===== config.mk =====
export PLATFORM = sky130hd
export DESIGN_NAME = viterbi_codec
export DESIGN_NICKNAME = d
export VERILOG_FILES = /design/src/rtl/viterbi_pkg.sv /design/src/rtl/acs_unit.sv /design/src/rtl/viterbi_decoder.sv /design/src/rtl/viterbi_encoder.sv /design/src/rtl/viterbi_codec.sv
export SDC_FILE = /design/constraint.sdc
export NUM_CORES = 1
export LEC_CHECK = 0
export ABC_AREA = 0
export BUFFER_PORTS_ARGS = -buffer_cell sky130_fd_sc_hd__buf_2
export CORE_UTILIZATION = 55
export CTS_CLUSTER_SIZE = 14
export DETAILED_ROUTE_END_ITERATION = 10
export GPL_ROUTABILITY_DRIVEN = 0
export GPL_TIMING_DRIVEN = 0
export PLACE_DENSITY = 0.68
export SYNTH_ARGS = -nofsm -noshare
export SYNTH_HDL_FRONTEND = slang
export SYNTH_HIERARCHICAL = 1
export SYNTH_SLANG_ARGS = --single-unit

===== constraint.sdc =====
create_clock -name clk -period 9.9 [get_ports clk]
set_input_delay 1.98 -clock clk [delete_from_list [all_inputs] [get_ports clk]]
set_output_delay 1.98 -clock clk [all_outputs]
set_load 0.1 [all_outputs]

===== src/rtl/viterbi_pkg.sv =====
// Shared types and the generator definition for the K=3, rate-1/2 convolutional codec.
package viterbi_pkg;

    localparam int NUM_STATES = 4;

    // Encoder state {u(k-1), u(k-2)}.
    typedef logic [1:0] state_t;

    // Generators 7 (c1) and 5 (c0), returned as {c1,c0}.
    function automatic logic [1:0] expected_sym(input state_t s, input logic u);
        return {u ^ s[1] ^ s[0], u ^ s[0]};
    endfunction

endpackage


===== src/rtl/acs_unit.sv =====
// Add-compare-select and register-exchange path update for one trellis state {u,a}.
module acs_unit
    import viterbi_pkg::*;
#(
    parameter int     SURV_LEN = 16,
    parameter int     PM_W     = 7,
    parameter state_t STATE    = 2'd0
) (
    input  logic [PM_W-1:0]     pm_a,
    input  logic [PM_W-1:0]     pm_b,
    input  logic [SURV_LEN-1:0] path_a,
    input  logic [SURV_LEN-1:0] path_b,
    input  logic [1:0]          sym,
    output logic [PM_W-1:0]     pm_new,
    output logic [SURV_LEN-1:0] path_new
);

    // Predecessor a is {STATE[0],0}, predecessor b is {STATE[0],1}; both emit input u = STATE[1].
    localparam logic   U      = STATE[1];
    localparam state_t PRED_A = {STATE[0], 1'b0};
    localparam state_t PRED_B = {STATE[0], 1'b1};

    logic [1:0]          diff_a;
    logic [1:0]          diff_b;
    logic [PM_W-1:0]     cand_a;
    logic [PM_W-1:0]     cand_b;
    logic [SURV_LEN-1:0] path_sel;

    // NOTE: every output gets a default before any branch, so no latch can be inferred.
    always_comb begin
        diff_a   = sym ^ expected_sym(PRED_A, U);
        diff_b   = sym ^ expected_sym(PRED_B, U);
        cand_a   = pm_a + PM_W'(diff_a[1]) + PM_W'(diff_a[0]);
        cand_b   = pm_b + PM_W'(diff_b[1]) + PM_W'(diff_b[0]);
        pm_new   = cand_a;
        path_sel = path_a;
        // Ties keep the predecessor with s0=0.
        if (cand_b < cand_a) begin
            pm_new   = cand_b;
            path_sel = path_b;
        end
        path_new = (path_sel << 1) | SURV_LEN'(U);
    end

endmodule


===== src/rtl/viterbi_decoder.sv =====
// Hard-decision 4-state Viterbi decoder: four ACS units, metric normaliser, best-state output.
module viterbi_decoder
    import viterbi_pkg::*;
#(
    parameter int SURV_LEN = 16,
    parameter int PM_W     = 7,
    parameter int PM_INIT  = 32
) (
    input  logic       clk,
    input  logic       rst,
    input  logic       enable,
    input  logic [1:0] sym,
    output logic       d_out
);

    logic [PM_W-1:0]     pm        [NUM_STATES];
    logic [SURV_LEN-1:0] path      [NUM_STATES];
    logic [PM_W-1:0]     cand_pm   [NUM_STATES];
    logic [SURV_LEN-1:0] cand_path [NUM_STATES];
    logic [PM_W-1:0]     pm_min;
    state_t              best;

    for (genvar g = 0; g < NUM_STATES; g++) begin : g_acs
        localparam int PA = 2 * (g % 2);
        acs_unit #(
            .SURV_LEN (SURV_LEN),
            .PM_W     (PM_W),
            .STATE    (state_t'(g))
        ) u_acs (
            .pm_a     (pm[PA]),
            .pm_b     (pm[PA+1]),
            .path_a   (path[PA]),
            .path_b   (path[PA+1]),
            .sym      (sym),
            .pm_new   (cand_pm[g]),
            .path_new (cand_path[g])
        );
    end

    // Normalise against the old minimum; pick the lowest-index state holding the smallest new metric.
    always_comb begin
        pm_min = pm[0];
        best   = '0;
        for (int i = 1; i < NUM_STATES; i++) begin
            if (pm[i] < pm_min) pm_min = pm[i];
            if (cand_pm[i] < cand_pm[best]) best = state_t'(i);
        end
    end

    // NOTE: survivor paths are reset rather than left undefined; their zero fill is the warm-up output.
    always_ff @(posedge clk) begin
        if (rst) begin
            for (int i = 0; i < NUM_STATES; i++) begin
                pm[i]   <= PM_W'(i == 0 ? 0 : PM_INIT);
                path[i] <= '0;
            end
            d_out <= 1'b0;
        end else if (enable) begin
            for (int i = 0; i < NUM_STATES; i++) begin
                pm[i]   <= cand_pm[i] - pm_min;
                path[i] <= cand_path[i];
            end
            d_out <= cand_path[best][SURV_LEN-1];
        end
    end

endmodule


===== src/rtl/viterbi_encoder.sv =====
// Rate-1/2 convolutional encoder: two-bit input shift register plus the generator taps.
module viterbi_encoder
    import viterbi_pkg::*;
(
    input  logic       clk,
    input  logic       rst,
    input  logic       enable,
    input  logic       d_in,
    output logic       valid,
    output logic [1:0] d_out
);

    state_t s;

    // NOTE: registers use non-blocking assignments so each one samples pre-edge values.
    always_ff @(posedge clk) begin
        if (rst) begin
            s     <= '0;
            valid <= 1'b0;
            d_out <= '0;
        end else if (enable) begin
            d_out <= expected_sym(s, d_in);
            valid <= 1'b1;
            s     <= {d_in, s[1]};
        end else begin
            valid <= 1'b0;
            d_out <= '0;
        end
    end

endmodule


===== src/rtl/viterbi_codec.sv =====
// Codec core: independent encoder and decoder halves sharing only clock and reset.
module viterbi_codec #(
    parameter int SURV_LEN = 16,
    parameter int PM_W     = 7,
    parameter int PM_INIT  = 32
) (
    input  logic       clk,
    input  logic       rst,
    input  logic       enc_enable_i,
    input  logic       enc_d_in,
    output logic       enc_valid_o,
    output logic [1:0] enc_d_out,
    input  logic       dec_enable,
    input  logic [1:0] dec_d_in,
    output logic       dec_d_out
);

    viterbi_encoder u_enc (
        .clk    (clk),
        .rst    (rst),
        .enable (enc_enable_i),
        .d_in   (enc_d_in),
        .valid  (enc_valid_o),
        .d_out  (enc_d_out)
    );

    viterbi_decoder #(
        .SURV_LEN (SURV_LEN),
        .PM_W     (PM_W),
        .PM_INIT  (PM_INIT)
    ) u_dec (
        .clk    (clk),
        .rst    (rst),
        .enable (dec_enable),
        .sym    (dec_d_in),
        .d_out  (dec_d_out)
    );

endmodule


# [Word level (Yosys, flattened, before mapping)]
# Memory sizes are Yosys's and may differ from the RTL's.
# Index checks and enable logic that the tools add are counted.
[word_totals] mem_count=2 latch_bits=0 mem_bits_rw=92 romBits=0 reg_bits=6 wordCells=95 output_inout_bits=4 inputBits=7
[mem_list] name="u_dec.path" words=4 width=16 rd=4 rd_ports_with_merged_regs=0 write_ports=4 line="viterbi_decoder.sv:17" source="logic [SURV_LEN-1:0] path [NUM_STATES];"
[mem_list] name="u_dec.pm" words=4 width=7 rd=4 rd_ports_with_merged_regs=0 write_ports=4 line="viterbi_decoder.sv:16" source="logic [PM_W-1:0] pm [NUM_STATES];"
[op_classes] n_mul=0 n_mux=37 div_mod_pow=0 n_shift=0 n_lt_le_gt_ge=13 add_sub_neg=20 bitwise=18 n_eq_ne=0 n_reduce_logical=1
[ops] op="adder 7 x 1 -> 7 bit" count=16
[ops] op="two-way mux 7 bit" count=15
[ops] op="two-way mux 16 bit" count=6
[ops] op="less-than comparator 7 bit" count=10
[ops] op="two-way mux 15 bit" count=4
[ops] op="binary-select mux 16 bit (select 2 bit)" count=1
[ops] op="binary-select mux 7 bit (select 2 bit)" count=2
[ops] op="subtractor 7 bit" count=4
[ops] op=">= comparator 3 bit (second input constant)" count=3
[ops] op="OR 1 bit" count=8
[ops] op="two-way mux 1 bit" count=7
[ops] op="inverter 2 -> 3 bit" count=2
[ops] op="two-way mux 2 bit" count=2
[ops] op="inverter 1 bit" count=3
[ops] op="inverter 1 -> 3 bit" count=1
[ops] op="XOR 1 bit" count=3
[ops] op="inverter 2 bit" count=1
[ops] op="OR reduction 2 bit" count=1

# [Logic depth before layout (Yosys ltp)]
[depth] depth_word=23 depth_mapped=42 depth_no_buf=40

# [Modules after synthesis]
# Netlist, hierarchy kept.
[modules_own_cells] mod="viterbi_decoder" instances=1 area_per_inst_um2=6085.8 cells_per_inst=580
[modules_own_cells] mod="acs_unit at u_dec.g_acs[1].u_acs" instances=1 area_per_inst_um2=719.4 cells_per_inst=79
[modules_own_cells] mod="acs_unit at u_dec.g_acs[0].u_acs" instances=1 area_per_inst_um2=714.4 cells_per_inst=77
[modules_own_cells] mod="acs_unit at u_dec.g_acs[2].u_acs" instances=1 area_per_inst_um2=679.4 cells_per_inst=76
[modules_own_cells] mod="acs_unit at u_dec.g_acs[3].u_acs" instances=1 area_per_inst_um2=664.4 cells_per_inst=75
[modules_own_cells] mod="viterbi_encoder" instances=1 area_per_inst_um2=176.4 cells_per_inst=15

# [Worst setup path after synthesis]
# OpenSTA, ideal clock, no wires.
[synth_timing] kind="in2reg" startpoint="in dec_d_in[0]" endpoint="reg u_dec.d_out" arrival_ps=8847 stages=40 n_path_buf=2 path_slack_ps=962 setup_ps=91 cell_sequence="fa_1 > inv_1 > ha_1 > nand3_1 > nor2_1 > xnor2_1 > inv_1 > ha_1 > a21oi_1 > o21ai_1 > a21oi_4 > mux2_2 > inv_1 > ha_1 > a21o_1 > a21o_1 > a21o_1 > a21o_1 > (+4 left out) > ha_1 > o21a_1 > o21ai_0 > a21oi_1 > or3_1 > a21o_1 > clkbuf_1 > nand2_1 > o21ai_0 > ha_1 > a21oi_1 > nor2b_1 > o21ai_0 > nand2b_1 > or3_1 > nand2b_1 > o211a_1 > a311oi_1"
[synth_rtl] element="from (decl)" line="viterbi_codec.sv:14" source="input logic [1:0] dec_d_in,"
[synth_rtl] element="to (signal assigned)" line="viterbi_decoder.sv:63" source="d_out <= cand_path[best][SURV_LEN-1];"
[synth_rtl] element="to (decl)" line="viterbi_decoder.sv:13" source="output logic d_out"

==> flow_results.xml <==
<?xml version="1.0" encoding="UTF-8"?>
<metrics>
  <group name="run_status">
    <metric name="run_status" unit="">finished, final reports clean</metric>
  </group>
  <group name="worst_setup_path">
    <metric name="timing.critical_path.arrival" unit="ps">9630</metric>
    <metric name="worst_path_dominant_cell_family" unit="">compound AO/OA/AOI/OAI gates</metric>
    <metric name="cp_slowest_stage_delay" unit="ps">410</metric>
    <metric name="timing.critical_path.slowest_stage_cell" unit="">fa_1</metric>
    <metric name="timing.rr.start" unit="">u_dec/pm[3][0]</metric>
    <metric name="timing.reg2reg.worst_path_depth" unit="">39</metric>
    <metric name="cp.buffers_inverters" unit="">4</metric>
    <metric name="most_repeated_library_cell_on_the_critical_path" unit="">a21o_1</metric>
    <metric name="cp_max_fo" unit="">12</metric>
    <metric name="worst_setup_path_start_kind" unit="">input pin</metric>
    <metric name="critPathCaptureType" unit="">flip-flop</metric>
    <metric name="critical_path_required" unit="ps">10160</metric>
    <metric name="worst_setup_path_startpoint" unit="">dec_d_in[1]</metric>
    <metric name="rrSetupSlack" unit="ps">1880</metric>
    <metric name="critical_path.reg2reg.endpoint" unit="">u_dec/d_out</metric>
    <metric name="critical_path_class" unit="">input pin to flip-flop</metric>
    <metric name="crit_path_end" unit="">u_dec/d_out</metric>
    <metric name="path_depth" unit="">40</metric>
  </group>
  <group name="floorplanning">
    <metric name="initial_core_util" unit="">0.5621</metric>
    <metric name="row_count" unit="">46</metric>
    <metric name="floorplan.io_pins" unit="">11</metric>
    <metric name="die_width" unit="um">129.2</metric>
    <metric name="die_h" unit="um">129.2</metric>
    <metric name="design.die.area" unit="mm^2">0.01669</metric>
    <metric name="core-area" unit="mm^2">0.01583</metric>
  </group>
  <group name="global_route">
    <metric name="grt_max_degree" unit="">47</metric>
    <metric name="grtUsageMet1" unit="">0.3597</metric>
    <metric name="via_count_of_the_first_global_routing_pass" unit="">6231</metric>
    <metric name="initial_antenna_violation_count" unit="">0</metric>
    <metric name="grt-ovfl-total" unit="">0</metric>
    <metric name="grt_pass1_wl" unit="um">32490</metric>
    <metric name="grtUsageMet2" unit="">0.4070</metric>
    <metric name="gr-usage-all-layers" unit="">0.2576</metric>
    <metric name="gr-max-usage-layer" unit="">met2</metric>
    <metric name="groute.layer.met3.usage" unit="">0.04170</metric>
  </group>
  <group name="hold_path">
    <metric name="hold_removal_path_class" unit="">flip-flop to flip-flop</metric>
    <metric name="worstHoldPathCells" unit="">2</metric>
  </group>
  <group name="place">
    <metric name="io_buffers" unit="">10</metric>
    <metric name="hpwlAfterDp" unit="um">15570</metric>
    <metric name="placed_cells" unit="">1121</metric>
  </group>
  <group name="detailed_routing">
    <metric name="drc_violations_left" unit="">0</metric>
    <metric name="route.detailed.wl_per_inst" unit="um">17.78</metric>
    <metric name="route.vias.total" unit="">6491</metric>
    <metric name="first_iter_violations" unit="">368</metric>
    <metric name="route.antenna.remaining_nets" unit="">0</metric>
    <metric name="postRouteWirelength" unit="um">20260</metric>
    <metric name="routed_via_density" unit="">5.699</metric>
    <metric name="first_drt_pass_iteration_count" unit="">5</metric>
  </group>
  <group name="timing">
    <metric name="slew_viol_final" unit="">0</metric>
    <metric name="unrepaired_setup_endpoints_after_global_routing" unit="">false</metric>
    <metric name="clock_skew" unit="ps">10.69</metric>
    <metric name="timing_worst_slew_pin_value" unit="ps">804.7</metric>
    <metric name="fin_crit_sh" unit="">0.9467</metric>
    <metric name="worst_slew_margin_rel" unit="">0.4482</metric>
    <metric name="fmax" unit="MHz">106.7</metric>
    <metric name="finalWorstPathRequiredPeriod" unit="ps">9373</metric>
    <metric name="finalSetupViolations" unit="">0</metric>
    <metric name="hold_viol_final" unit="">0</metric>
  </group>
  <group name="final_layout">
    <metric name="drive_above_1_share" unit="">0.1582</metric>
    <metric name="stdcell_count" unit="">1139</metric>
    <metric name="layout.nets" unit="">1003</metric>
    <metric name="area_delta_synth_final" unit="%">7.861</metric>
    <metric name="num_antenna_cells" unit="">0</metric>
    <metric name="final.fill_count" unit="">1365</metric>
  </group>
  <group name="clock_network">
    <metric name="number_of_clock_buffers_inserted_by_tritoncts" unit="">9</metric>
    <metric name="tritoncts" unit="">done</metric>
    <metric name="clk_pin_slew" unit="ps">70</metric>
    <metric name="cts.root.buffer_cell" unit="">clkbuf_16</metric>
    <metric name="clock_h_tree_levels" unit="">3</metric>
    <metric name="worst_skew_pair.late_latency" unit="ps">350</metric>
    <metric name="cts_max_path_buffers" unit="">2</metric>
    <metric name="cts_sinks" unit="">94</metric>
  </group>
  <group name="yosys">
    <metric name="synth_cells" unit="">894</metric>
    <metric name="synth.cell_area" unit="mm^2">0.008897</metric>
    <metric name="synth.avg_cell_area" unit="um^2">9.952</metric>
    <metric name="ys_warn_count" unit="">6</metric>
    <metric name="syn_nets" unit="">979</metric>
  </group>
  <group name="job">
    <metric name="drv.max_cap_violation_count" unit="">0</metric>
  </group>
</metrics>
==> how the worst min path moves through the flow <==
stage	from	end	slack, ps
6_report	u_enc/s[0]	u_enc/s[0]	560
5_1_grt	u_dec/d_out	u_dec/d_out	590
4_1_cts	u_enc/s[0]	u_enc/s[0]	560
3_5_place_dp	u_enc/s[1]	u_enc/s[1]	550
3_3_place_gp	u_enc/s[0]	u_enc/s[0]	530
2_1_floorplan	u_enc/s[0]	u_enc/d_out[0]	500
==> registers in the layout, indices dropped and copies added (netlist names) <==
name,cells
u_dec/d_out,1
u_dec/path,60
u_enc/s,2
u_enc/d_out,2
u_dec/pm,28
u_enc/valid,1
==> per-layer routing <==
metal  vias up  share of wire  routed length [um]
li1       3202              -                   -
met1      3115           0.48                9709
met2       144           0.45                9114
met3        30          0.048                 968
met4         0          0.023                 463
met5         -              0                   0
==> final cells by class <==
cell class	count	area (um^2)	share of cell area
timing repair buffer	15	112.6	0.01173
sequential	94	2763	0.2879
multi-input combinational	690	5675	0.5914
clock buffer	10	229.0	0.02386
clock inverter	6	47.55	0.004954
inverter	77	289.0	0.03012
buffer	31	210.2	0.02190
tap	216	270.3	0.02816
==> what timing repair did <==
action / 4_1_cts / 5_1_grt
endpoints found under the setup margin: 0 / 1
buffers inserted: 0 / 4
resized for setup: 0 / 12
hold buffers: 0 / 0
==> stage by stage <==
stage | area (um^2) | util | hold WS (ps) | TNS, ps | worst slack [ps]
4_1_cts | 9524 | 0.6017 | 564.7 | 0 | 7.505
6_report | 9597 | 0.6063 | 560.6 | 0 | 527.3
5_1_grt | 9597 | 0.6063 | 591.7 | 0 | 18.21
3_3_place_gp | 9218 | 0.5824 | 532.0 | -259.7 | -259.7
2_1_floorplan | 8897 | - | 504.9 | 0 | 961.6
3_5_place_dp | 9248 | 0.5843 | 549.9 | -315.0 | -315.0
==> cell usage in the layout (no fill, tap or decap), types with 5 or more instances in the layout <==
cell and n:
a21o_1 11, a21oi_1 30, a31oi_1 6, and2_1 69
and3_1 10, buf_2 11, buf_4 8, buf_6 10
clkbuf_1 14, clkbuf_16 9, dfxtp_1 6, edfxtp_1 88
fa_1 8, ha_1 70, inv_1 77, maj3_1 8
mux2_1 10, mux2_2 25, mux2_4 33, mux2i_1 33
mux2i_2 6, nand2_1 58, nand2b_1 11, nand3_1 21
nand4_1 6, nor2_1 59, nor2b_1 16, o2111ai_1 6
o21ai_0 31, o21ai_1 5, xnor2_1 41, xor2_1 31
==> worst reg2reg max path, delay by kind of cell, from the launching register on <==
family          cells  cell delay, ps
mux                 1             410
simple gates        9            1510
buf+inv             3             250
compound gates     19            3260
flops               1             500
xor+xnor            1             160
fa+ha+maj           6            1830
Power is left out: the tool's default activity adds up to more than one toggle a clock period on the data nets, which glitch-free logic cannot reach.
